--- src/rtl/psum_acc_pkg.sv ---
// Shared types and default widths for the partial-sum accumulator slice.
package psum_acc_pkg;

  typedef enum logic [1:0] {
    IDLE = 2'd0,
    ACC  = 2'd1,
    OUT  = 2'd2
  } psum_acc_state_t;

  localparam int DEF_IN_SIZE_0 = 4;
  localparam int DEF_IN_SIZE_1 = 8;
  localparam int DEF_LEN_W     = 8;
  localparam int DEF_PSUM_SIZE = DEF_IN_SIZE_0 + DEF_IN_SIZE_1 + 8;
  localparam int DEF_ACC_SIZE  = DEF_PSUM_SIZE + 1 + DEF_LEN_W;

endpackage

--- src/rtl/psum_sat_add.sv ---
// Signed W-bit accumulator adder; clamps and flags overflow when SATURATE_EN is
// defined, otherwise wraps modulo 2^W with sat_o tied low.
module psum_sat_add #(
  parameter int W  = 29,
  parameter int BW = 21
) (
  input  logic signed [W-1:0]  a_i,
  input  logic signed [BW-1:0] b_i,
  output logic signed [W-1:0]  sum_o,
  output logic                 sat_o
);

  // Wide enough that neither operand nor their sum can overflow before clamping.
  localparam int EW = ((W > BW) ? W : BW) + 1;

  logic signed [EW-1:0] a_x;
  logic signed [EW-1:0] b_x;
  logic signed [EW-1:0] s_x;

  assign a_x = {{(EW-W){a_i[W-1]}}, a_i};
  assign b_x = {{(EW-BW){b_i[BW-1]}}, b_i};
  assign s_x = a_x + b_x;

`ifdef SATURATE_EN
  localparam logic signed [EW-1:0] MAXV = {{(EW-W+1){1'b0}}, {(W-1){1'b1}}};
  localparam logic signed [EW-1:0] MINV = {{(EW-W+1){1'b1}}, {(W-1){1'b0}}};

  always_comb begin
    sum_o = s_x[W-1:0];
    sat_o = 1'b0;
    if (s_x > MAXV) begin
      sum_o = MAXV[W-1:0];
      sat_o = 1'b1;
    end else if (s_x < MINV) begin
      sum_o = MINV[W-1:0];
      sat_o = 1'b1;
    end
  end
`else
  logic unused_hi;

  assign sum_o     = s_x[W-1:0];
  assign sat_o     = 1'b0;
  assign unused_hi = ^s_x[EW-1:W];
`endif

endmodule

--- src/rtl/psum_accumulator.sv ---
// Accumulates len pairs of upstream partial sums into one signed result with a
// valid/ready output handshake. Optional clamping via SATURATE_EN.
module psum_accumulator
  import psum_acc_pkg::*;
#(
  parameter int IN_SIZE_0 = DEF_IN_SIZE_0,
  parameter int IN_SIZE_1 = DEF_IN_SIZE_1,
  parameter int LEN_W     = DEF_LEN_W,
  parameter int PSUM_SIZE = IN_SIZE_0 + IN_SIZE_1 + 8,
  parameter int ACC_SIZE  = PSUM_SIZE + 1 + LEN_W
) (
  input  logic                       clk_i,
  input  logic                       rst_ni,
  input  logic [0:1][PSUM_SIZE-1:0]  psum_i,
  input  logic                       psum_valid_i,
  output logic                       psum_ready_o,
  input  logic [LEN_W-1:0]           len_i,
  output logic signed [ACC_SIZE-1:0] result_o,
  output logic                       result_valid_o,
  input  logic                       result_ready_i,
  output logic                       result_sat_o
);

  psum_acc_state_t state_q, state_d;

  logic signed [ACC_SIZE-1:0]  acc_q;
  logic [LEN_W-1:0]            cnt_q;
  logic [LEN_W-1:0]            len_q;
  logic                        sat_q;

  logic signed [PSUM_SIZE:0]   pair;
  logic signed [ACC_SIZE-1:0]  add_a;
  logic signed [ACC_SIZE-1:0]  add_sum;
  logic                        add_sat;
  logic [LEN_W-1:0]            len_eff;
  logic                        take;

  assign pair = {psum_i[0][PSUM_SIZE-1], psum_i[0]} +
                {psum_i[1][PSUM_SIZE-1], psum_i[1]};

  // First beat of a run adds onto zero so it passes through the same clamp.
  assign add_a   = (state_q == IDLE) ? '0 : acc_q;
  assign len_eff = (len_i == '0) ? LEN_W'(1) : len_i;
  assign take    = psum_valid_i && psum_ready_o;

  psum_sat_add #(
    .W  (ACC_SIZE),
    .BW (PSUM_SIZE + 1)
  ) u_add (
    .a_i   (add_a),
    .b_i   (pair),
    .sum_o (add_sum),
    .sat_o (add_sat)
  );

  always_ff @(posedge clk_i or negedge rst_ni) begin
    if (!rst_ni) state_q <= IDLE;
    else         state_q <= state_d;
  end

  always_comb begin
    state_d        = state_q;
    psum_ready_o   = (state_q != OUT);
    result_valid_o = (state_q == OUT);
    unique case (state_q)
      IDLE: if (take) state_d = (len_eff == LEN_W'(1)) ? OUT : ACC;
      ACC:  if (take && ((cnt_q + LEN_W'(1)) == len_q)) state_d = OUT;
      OUT:  if (result_ready_i) state_d = IDLE;
      default: state_d = IDLE;
    endcase
  end

  always_ff @(posedge clk_i or negedge rst_ni) begin
    if (!rst_ni) begin
      acc_q <= '0;
      cnt_q <= '0;
      len_q <= '0;
      sat_q <= 1'b0;
    end else if (take) begin
      acc_q <= add_sum;
      if (state_q == IDLE) begin
        cnt_q <= LEN_W'(1);
        len_q <= len_eff;
        sat_q <= add_sat;
      end else begin
        cnt_q <= cnt_q + LEN_W'(1);
        sat_q <= sat_q | add_sat;
      end
    end else if ((state_q == OUT) && result_ready_i) begin
      sat_q <= 1'b0;
    end
  end

  assign result_o     = acc_q;
  assign result_sat_o = sat_q;

endmodule

--- config.mk ---
export PLATFORM = sky130hd
export DESIGN_NAME = psum_accumulator
export DESIGN_NICKNAME = d
export VERILOG_FILES = /design/src/rtl/psum_acc_pkg.sv /design/src/rtl/psum_sat_add.sv /design/src/rtl/psum_accumulator.sv
export SDC_FILE = /design/constraint.sdc
export NUM_CORES = 1
export LEC_CHECK = 0
export CAP_MARGIN = 40
export CORE_MARGIN = 3
export CORE_UTILIZATION = 40
export DETAILED_ROUTE_END_ITERATION = 10
export PLACE_DENSITY_LB_ADDON = 0.3
export SLEW_MARGIN = 25
export SYNTH_ARGS = -nofsm -noshare
export SYNTH_HDL_FRONTEND = slang
export SYNTH_SLANG_ARGS = --single-unit
--- constraint.sdc ---
create_clock -name clk_i -period 9.3 [get_ports clk_i]
set_input_delay 1.86 -clock clk_i [delete_from_list [all_inputs] [get_ports clk_i]]
set_output_delay 1.86 -clock clk_i [all_outputs]
set_load 0.005 [all_outputs]
# ---- After elaboration in Yosys (flattened, before gate mapping)
# Cells that the tools add are included.
dict set report totals {
  out_inout_bits 32
  register_bits 48
  wordCells 37
}
dict set report op_classes {
  add_sub_neg 3
  reduce_logical 9
  n_mux 11
  n_eq_ne 9
}
# op n
set ops {}
lappend ops {{$add 29x21->29} 1}
lappend ops {{$mux 29} 1}
lappend ops {{$add 20x20->21} 1}
lappend ops {{$mux 8} 2}
lappend ops {{$add 8x1->8 const B} 1}
lappend ops {{$eq 8x1->1 const B} 1}
lappend ops {{$eq 8x8->1} 1}
lappend ops {{$logic_not 8->1} 1}
lappend ops {{$mux 2} 4}
lappend ops {{$ne 2x2->1 const B} 3}
lappend ops {{$pmux 2 s3} 1}
lappend ops {{$ne 2x1->1 const B} 2}
lappend ops {{$reduce_and 2->1} 2}
lappend ops {{$logic_and 1x1->1} 3}
lappend ops {{$mux 1} 3}
lappend ops {{$reduce_and 3->1} 1}
lappend ops {{$eq 2x1->1 const B} 1}
lappend ops {{$eq 2x2->1 const B} 1}
lappend ops {{$logic_not 2->1} 1}
lappend ops {{$reduce_bool 2->1} 1}

# ---- Logic depth before layout (Yosys ltp)
# Gate-level depths: netlist of run 1.
dict set report logic_depth {
  depth_word 6
  depth_mapped 13
  ltp_nobuf 12
}

# ---- By module
# From an unflattened synthesis of run 1, not the netlist that was laid out.
dict set report hier_totals {
  cells_unflattened 554
  hier_area_um2 4902.2
}
# mod n_inst area_each_um2 cells_each
set modules_own_cells {}
lappend modules_own_cells {psum_accumulator 1 3300.7 329}
lappend modules_own_cells {psum_sat_add 1 1601.5 225}

# ---- Worst setup path before layout of run 1
# OpenSTA, ideal clock, no wires.
dict set report synth_path {
  path_kind {input port to flip-flop}
  start {input psum_i[1] in the netlist's numbering}
  end {register acc_q[27], in the netlist result_o[27]}
  cell_stages 12
  setup_slack_ns 4.775
  setup_time_ns 0.132
  t_arrival_ns 4.393
  path_cell_list {inv_1 fa_1 inv_1 ha_1 fa_1 a21oi_1 o211ai_1 a221oi_1 o21ai_1 a221oi_1 xor2_1 o21ai_1}
}
dict set report synth_between {
  elab_chain_cells 2
}
# item line
set synth_lines {}
lappend synth_lines {{start, declared} psum_accumulator.sv:14} ;# input logic [0:1][PSUM_SIZE-1:0] psum_i,
lappend synth_lines {{$add 20x20->21} psum_accumulator.sv:38} ;# assign pair = {psum_i[0][PSUM_SIZE-1], psum_i[0]} +
lappend synth_lines {{$add 29x21->29} psum_sat_add.sv:22} ;# assign s_x = a_x + b_x;
lappend synth_lines {{end signal, assigned} psum_accumulator.sv:80} ;# acc_q <= add_sum;
lappend synth_lines {{end, declared} psum_accumulator.sv:26} ;# logic signed [ACC_SIZE-1:0] acc_q;
# Every way passes these cells.
# A chain may end at the register's enable or synchronous reset.

# ---- Worst setup path in the final report of run 1
dict set report layout_path {
  start {input psum_i[1] in the netlist's numbering}
  end {register acc_q[21], in the netlist result_o[21]}
}
# The elaborated chain is that of the path after synthesis.

==> qor.txt, run 1 <==
maximum VDD drop: 119.8 uV
hold_sp: result_o[7]$_DFFE_PN0P_
Final GP Congestion: 0.8698
Yosys Warn Count: 0
CTS resizes: 0
relative slew slack: 54.35%
FF/Latch Area: 1176 um2
clock sink count: 47
Synth Instances: 479
WHS Path Cells: 2
Initial Util: 41.29%
row cnt: 37
max-cap violations: 0
die area: 11980 um2
commonest non-fill, non-tap cells in the layout: clkdlybuf4s50_1, nand2_1, dfrtp_1, o21ai_0
synthesis-stage register bit count: 47
Netlist Area Pre-Place: 4282 um2
fin cells: 688
kind of start point of the critical path: input port
Worst Path Max Fanout: 3
Worst EP arrival: 5.19 ns
Power Density: 370.1 nW/um2
Max Clock Skew: 0.006208 ns
sequential fraction of the synthesis area: 27.47%
Final HPWL DP: 8375 um
setup_tns: 0 ns
ant diodes: 0
Worst Hold Class: reg2reg
Total GRT Usage: 18.92%
RR Endpoint: result_o[26]$_DFFE_PN0P_
placed cell areas: 5205 um2
initial antenna violation count: 0
number of remaining DRC errors: 0
global-route wire length before repair: 18340 um
unrepaired setup endpoints after global routing: no
WL final: 10710 um
largest net degree at the start of global routing: 48
# port buffers: 82
clk_lat worst skew: 0.32 ns
CP Capture Type: flip-flop
Post-synth ARST share: 100.0%
Layout area overhead: 24.17%
reg2reg start: state_q[0]$_DFFE_PN0P_
TritonCTS clock tree: built
WL/cell: 15.57 um
share of post-route cells with drive strength above 1: 4.891%
clock slew at reported path FFs: 0.10 ns
vias in the first global route: 3721
reg2reg path depth: 11
slowest CP cell: a221oi_1
Final Hold Fails: 0
Worst Max-Slew Pin Slew: 0.6827 ns
Final Max Slew Viols: 0
dpl cells: 679
crit-path cells: clkdlybuf4s50_1 -> inv_1 -> fa_1 -> inv_1 -> ha_1 -> fa_1 -> a21oi_1 -> o211ai_1 -> a221oi_1 -> o21ai_1 -> a21oi_1 -> xor2_1 -> o21ai_0
critical path data required time: 9.50 ns
Synth Area per Inst: 8.939 um2
Post-synth EDFFs: 0
# IOs: 84
Top FF cell, synth: dfrtp_1
fin crit period: 4.993 ns
Tcrit/Tclk final: 53.69%
r2r setup slk: 5.47 ns
H-tree lvl count: 2
CTS buffer count: 5
drt pass-1 iters: 4
final setup fails: 0
initial DRC count: 99
via density per instance: 5.347
vias after detailed routing: 3679
Fill cells: 1003
cts hold-fix bufs: 0
Antenna Nets Post-Route: 0
Mapped Nets: 589
clk buf depth: 2
nets: 661
commonest non-fill, non-tap cell in the layout: clkdlybuf4s50_1
Post-CTS Setup Inserts: 0
Leak: 2.272 nW
multi-input logic area: 2972 um2
die span in x: 109.5 um
status: completed
global route overflow: 0
Core Footprint: 10370 um2
max incr delay on CP: 0.58 ns
Die Ht: 109.5 um
maximum operating frequency: 200.3 MHz
Distinct cells, synth: 53
Hold EP: result_o[7]$_DFFE_PN0P_
Root Driver: clkbuf_8
final instance area: 5316 um2
WS Path Type: in2reg
[cell type report]
class,instances,share of cell area [%]
Clock buffer,5,1.294
Multi-Input combinational cell,398,55.90
Tap cell,136,3.201
Timing Repair Buffer,86,16.05
Sequential cell,47,22.12
Inverter,13,0.9179
Clock inverter,3,0.5178
[worst max path at each step]
stage / slack [ns] / end / from / cells past startpoint
2_1_floorplan: 4.78 / result_o[27]$_DFFE_PN0P_ / psum_i[1] / 12
3_3_place_gp: 4.07 / result_o[28]$_DFFE_PN0P_ / psum_i[19] / 9
3_5_place_dp: 3.98 / result_o[21]$_DFFE_PN0P_ / psum_i[1] / 13
4_1_cts: 4.30 / result_o[28]$_DFFE_PN0P_ / psum_i[19] / 10
5_1_grt: 3.98 / result_o[21]$_DFFE_PN0P_ / psum_i[1] / 13
6_report: 4.31 / result_o[21]$_DFFE_PN0P_ / psum_i[1] / 13
[power by group]
part	switching [mW]	internal, mW	total [mW]
Clock	0.0866	0.0560	0.143
Combinational	0.772	0.670	1.44
Sequential	0.0826	0.300	0.383
Total	0.941	1.03	1.97
[cell families (layout without fill, tap and decap cells)]
logic type | after synthesis | count (layout) | share of synthesized area [%]
adder cells (fa/ha/maj) | 58 | 58 | 22.03
AO/OA/AOI/OAI | 131 | 131 | 19.08
AND/OR/NAND/NOR | 165 | 165 | 18.94
multiplexers | 9 | 9 | 2.309
buffers and inverters | 34 | 107 | 3.127
other | 1 | 1 | 0.08758
flip-flops | 47 | 47 | 27.47
XOR/XNOR | 34 | 34 | 6.955
[synth_stat cells, drive strengths merged (12+ instances only)]
cell type / instances / area [um2]
a21oi: 30 / 153.9
clkbuf: 18 / 67.56
dfrtp: 47 / 1176
fa: 29 / 580.6
ha: 29 / 362.9
inv: 13 / 48.80
nand2: 60 / 225.2
nand3: 12 / 60.06
nor2: 26 / 97.59
nor2b: 29 / 181.4
o21ai: 50 / 250.2
xnor2: 18 / 157.7
xor2: 16 / 140.1
[through the flow]
| step | hold WS, ns | utilization (%) | power [mW] | setup WS, ns |
|---|---|---|---|---|
| global route | 0.5343 | 51.27 | 2.186 | 3.981 |
| CTS | 0.5096 | 51.12 | 1.978 | 4.295 |
| floorplan | 0.4704 | - | 1.387 | 4.775 |
| detailed placement | 0.4853 | 50.19 | 1.827 | 3.983 |
| global placement | 0.4839 | 50.19 | 1.811 | 4.071 |
| finish | 0.5033 | 51.27 | 1.968 | 4.307 |
[registers in the layout, summed over array words and instances (netlist names)]
register  count
cnt_q         8
result_o     29
len_q         8
state_q       2
[critical path: cells and delay by family]
kind | cells | cell delay (ns)
xor gates and xnor gates | 1 | 0.15
buffers and inverters | 3 | 0.55
AOI/OAI and AO/OA | 6 | 1.48
adders and majority gates | 3 | 1.14
[routing by layer]
metal | part of all wire, % | vias to the layer above | global-route usage [%] | wire length (um)
met2 | 49 | 70 | 31.91 | 5222
li1 | - | 1831 | - | -
met4 | 0.55 | 0 | 2.582 | 59
met3 | 4.4 | 6 | 2.290 | 475
met1 | 46 | 1772 | 26.80 | 4955
met5 | 0 | - | 0 | 0
No activity file was read; power rests on OpenSTA's default activity.
==> run 2: changes to the inputs <==
- clock period: 9.3 -> 4.45 ns (I/O delays scaled with it)
==> qor.txt, run 2 (same netlist as run 1, synthesis figures left out) <==
via density per instance: 5.354
Worst EP arrival: 4.18 ns
slowest CP cell: fa_1
Post-CTS Setup Inserts: 0
critical path data required time: 4.66 ns
share of post-route cells with drive strength above 1: 5.576%
Worst Hold Class: reg2reg
Max Clock Skew: 0.008804 ns
Final Max Slew Viols: 0
die span in x: 109.5 um
Leak: 2.288 nW
WL/cell: 15.01 um
max incr delay on CP: 0.53 ns
commonest non-fill, non-tap cell in the layout: clkdlybuf4s50_1
initial DRC count: 200
maximum operating frequency: 252.3 MHz
clk buf depth: 2
Die Ht: 109.5 um
clock slew at reported path FFs: 0.11 ns
row cnt: 37
setup_tns: 0 ns
status: completed
final setup fails: 0
initial antenna violation count: 0
die area: 11980 um2
fin crit period: 3.963 ns
# port buffers: 82
Layout area overhead: 24.69%
maximum VDD drop: 245.4 uV
vias after detailed routing: 3705
global-route wire length before repair: 17430 um
clk_lat worst skew: 0.32 ns
unrepaired setup endpoints after global routing: no
WS Path Type: in2reg
Core Footprint: 10370 um2
Total GRT Usage: 18.08%
WHS: 0.5052 ns
Power Density: 764.7 nW/um2
max reg flops: 29
CP Capture Type: flip-flop
clock sink count: 47
kind of start point of the critical path: input port
vias in the first global route: 3693
nets: 665
H-tree lvl count: 2
TritonCTS clock tree: built
cts hold-fix bufs: 0
WL final: 10390 um
Worst Max-Slew Pin Slew: 0.6475 ns
crit-path cells: clkdlybuf4s50_1 -> inv_1 -> fa_1 -> inv_1 -> ha_1 -> fa_1 -> a21oi_1 -> o211ai_1 -> a221oi_1 -> o21ai_1 -> a221oi_1 -> xor2_1 -> o21ai_1
Worst Path Max Fanout: 3
Tot Pwr: 4.083 mW
Antenna Nets Post-Route: 0
CTS resizes: 0
Initial Util: 41.29%
Final HPWL DP: 8055 um
number of remaining DRC errors: 0
# IOs: 84
Final Hold Fails: 0
max-cap violations: 0
largest net degree at the start of global routing: 48
ant diodes: 0
Final GP Congestion: 0.8655
Tcrit/Tclk final: 89.05%
commonest non-fill, non-tap cells in the layout: clkdlybuf4s50_1, nand2_1, dfrtp_1, o21ai_0
global route overflow: 0
CTS buffer count: 5
relative slew slack: 56.73%
drt pass-1 iters: 4
Root Driver: clkbuf_8
[run 2: changes by cell type in the layout (fill, tap and decap cells not counted), sizes merged]
cell / change
buf: +4
[run 2: cell type report]
cell class,instances,area (um2)
Inverter,13,48.80
Multi-Input combinational cell,398,2972
Clock buffer,5,68.82
Clock inverter,3,27.53
Timing Repair Buffer,90,875.8
Tap cell,136,170.2
Sequential cell,47,1176
Fill cell,973,5031
[run 2: stage by stage]
step / worst slack (ns) / std cells / util [%] / area [um2]
2_1_floorplan: 0.8953 / 479 / - / 4282
3_3_place_gp: 0.2429 / 684 / 50.56 / 5243
3_5_place_dp: 0.1664 / 684 / 50.56 / 5243
4_1_cts: 0.5024 / 692 / 51.48 / 5339
5_1_grt: 0.2401 / 692 / 51.48 / 5339
6_report: 0.4871 / 692 / 51.48 / 5339
[run 2: path summary, 6_finish.rpt]
check	from	end	slack, ns	depth (start not counted)
setup / recovery	psum_i[1]	result_o[27]$_DFFE_PN0P_	0.49	13
hold / removal	result_o[15]$_DFFE_PN0P_	result_o[15]$_DFFE_PN0P_	0.51	2
setup reg to reg	state_q[0]$_DFFE_PN0P_	result_o[27]$_DFFE_PN0P_	0.66	12
hold reg to reg	result_o[15]$_DFFE_PN0P_	result_o[15]$_DFFE_PN0P_	0.51	2
max in group asynchronous	rst_ni	result_o[19]$_DFFE_PN0P_	3.35	2
min in group asynchronous	rst_ni	result_o[15]$_DFFE_PN0P_	0.66	2
[run 2: critical path: cells and delay by family]
family,cells,cell delay (ns)
xor gates and xnor gates,1,0.18
adders and majority gates,3,1.14
AOI/OAI and AO/OA,6,1.41
buffers and inverters,3,0.54
[run 2: metal layers]
layer  track usage (%)  up-vias  part of all wire (%)
met5                 0        -                     0
met3             2.408        9                   4.6
met2             31.82       87                    48
met4             4.007        0                   1.0
met1             23.69     1769                    46
li1                  -     1840                     -
[run 2: where the power goes]
part           switching, mW  internal, mW  leakage (nW)
combinational           1.58          1.40          1.66
sequential             0.171         0.628         0.580
clock                  0.181         0.117        0.0467
==> run 3: changes to the inputs <==
- clock period: 4.45 -> 3.7 ns (I/O delays scaled with it)
==> qor.txt, run 3 (same netlist as run 1, synthesis figures left out) <==
status: completed
Worst Hold Class: in2async
commonest non-fill, non-tap cell in the layout: clkdlybuf4s50_1
clk buf depth: 2
global-route wire length before repair: 18480 um
Total GRT Usage: 19.22%
# IOs: 84
max incr delay on CP: 0.52 ns
relative slew slack: 52.70%
crit-path cells: clkdlybuf4s50_1 -> inv_2 -> fa_1 -> inv_1 -> ha_2 -> fa_2 -> a21oi_2 -> o211ai_1 -> a221oi_2 -> o21ai_2 -> a221oi_2 -> xor2_1 -> o21ai_1
nets: 718
share of post-route cells with drive strength above 1: 15.60%
Final HPWL DP: 8968 um
maximum operating frequency: 280.1 MHz
commonest non-fill, non-tap cells in the layout: clkdlybuf4s50_1, nand2_1, buf_4, dfrtp_1, o21ai_0
max reg flops: 29
crit path from: psum_i[1]
kind of start point of the critical path: input port
Fill cells: 958
Max Clock Skew: 0.01050 ns
die span in x: 109.5 um
FF/Latch Area: 1177 um2
Worst Path Max Fanout: 3
final setup fails: 0
initial antenna violation count: 0
Final GP Congestion: 0.8694
fin crit period: 3.570 ns
number of remaining DRC errors: 0
CTS buffer count: 5
r2r setup slk: 0.20 ns
CP dominant cell by count: a221oi_2
Leak: 2.557 nW
Root Driver: clkbuf_8
reg2reg path depth: 13
Worst EP arrival: 3.74 ns
ant diodes: 0
max-cap violations: 0
row cnt: 37
clock slew at reported path FFs: 0.10 ns
Core Footprint: 10370 um2
largest net degree at the start of global routing: 34
vias after detailed routing: 3949
WS Path Type: in2reg
Initial Util: 41.29%
WL final: 11160 um
critical path depth in cells: 13
reg2reg start: state_q[1]$_DFFE_PN0P_
Tcrit/Tclk final: 96.48%
via density per instance: 5.301
H-tree lvl count: 2
Final Max Slew Viols: 0
Die Ht: 109.5 um
critical path data required time: 3.87 ns
vias in the first global route: 3953
Power Density: 969.8 nW/um2
final core utilization: 55.82%
WL/cell: 14.98 um
slowest CP cell: fa_1
setup_tns: 0 ns
WHS: 0.4658 ns
Worst Max-Slew Pin Slew: 0.7095 ns
multi-input logic area: 3014 um2
CP bufs+invs: 3
Final Hold Fails: 0
clk_lat worst skew: 0.31 ns
Layout area overhead: 35.18%
CP Capture Type: flip-flop
drt pass-1 iters: 4
TritonCTS clock tree: built
global route overflow: 0
die area: 11980 um2
# port buffers: 82
crit-path leading delay family: compound AO/OA/AOI/OAI gates
Antenna Nets Post-Route: 0
maximum VDD drop: 287.6 uV
initial DRC count: 174
clock sink count: 47
run 3: timing repair:
action | 4_1_cts | 5_1_grt
hold buffers | 0 | 0
pin swaps | 0 | 8
buffers inserted | 0 | 4
setup endpoints to repair | 2 | 8
resized for setup | 3 | 8
hold endpoints to repair | 0 | 0
run 3: final cells by class:
class	count	share of cell area (%)
Tap cell	136	2.940
Multi-Input combinational cell	398	52.08
Inverter	13	0.8431
Timing Repair Buffer	143	22.22
Clock buffer	5	1.189
Clock inverter	3	0.3891
Sequential cell	47	20.34
run 3: where the power goes:
part / total (mW) / internal [mW] / leakage [nW] / switching, mW
registers: 0.954 / 0.757 / 0.579 / 0.197
logic: 4.32 / 2.21 / 1.93 / 2.10
clock network: 0.341 / 0.136 / 0.0485 / 0.205
run 3: path summary, 6_finish.rpt:
check / endpoint
worst min-delay path: result_o[16]$_DFFE_PN0P_
worst max register to register: result_o[26]$_DFFE_PN0P_
worst max-delay path: result_o[27]$_DFFE_PN0P_
min in group clk_i: result_o[20]$_DFFE_PN0P_
max in group asynchronous: state_q[1]$_DFFE_PN0P_
worst min register to register: result_o[20]$_DFFE_PN0P_
run 3: metal layers:
metal / wire, um / global-route usage (%) / vias up
met4: 143 / 4.007 / 0
met5: 0 / 0 / -
met3: 457 / 2.231 / 14
li1: - / - / 1943
met2: 5620 / 34.66 / 94
met1: 4936 / 24.78 / 1898
run 3: through the flow:
stage                     instances  power [mW]  area (um2)  setup slack [ns]
after floorplan                 479       3.485        4282            0.1923
after global placement          733       5.053        5623           -0.3595
after detailed placement        733       5.138        5623           -0.4452
after CTS                       741       5.543        5731           0.01777
after global routing            745       6.189        5788          -0.05365
final                           745       5.613        5788            0.1303
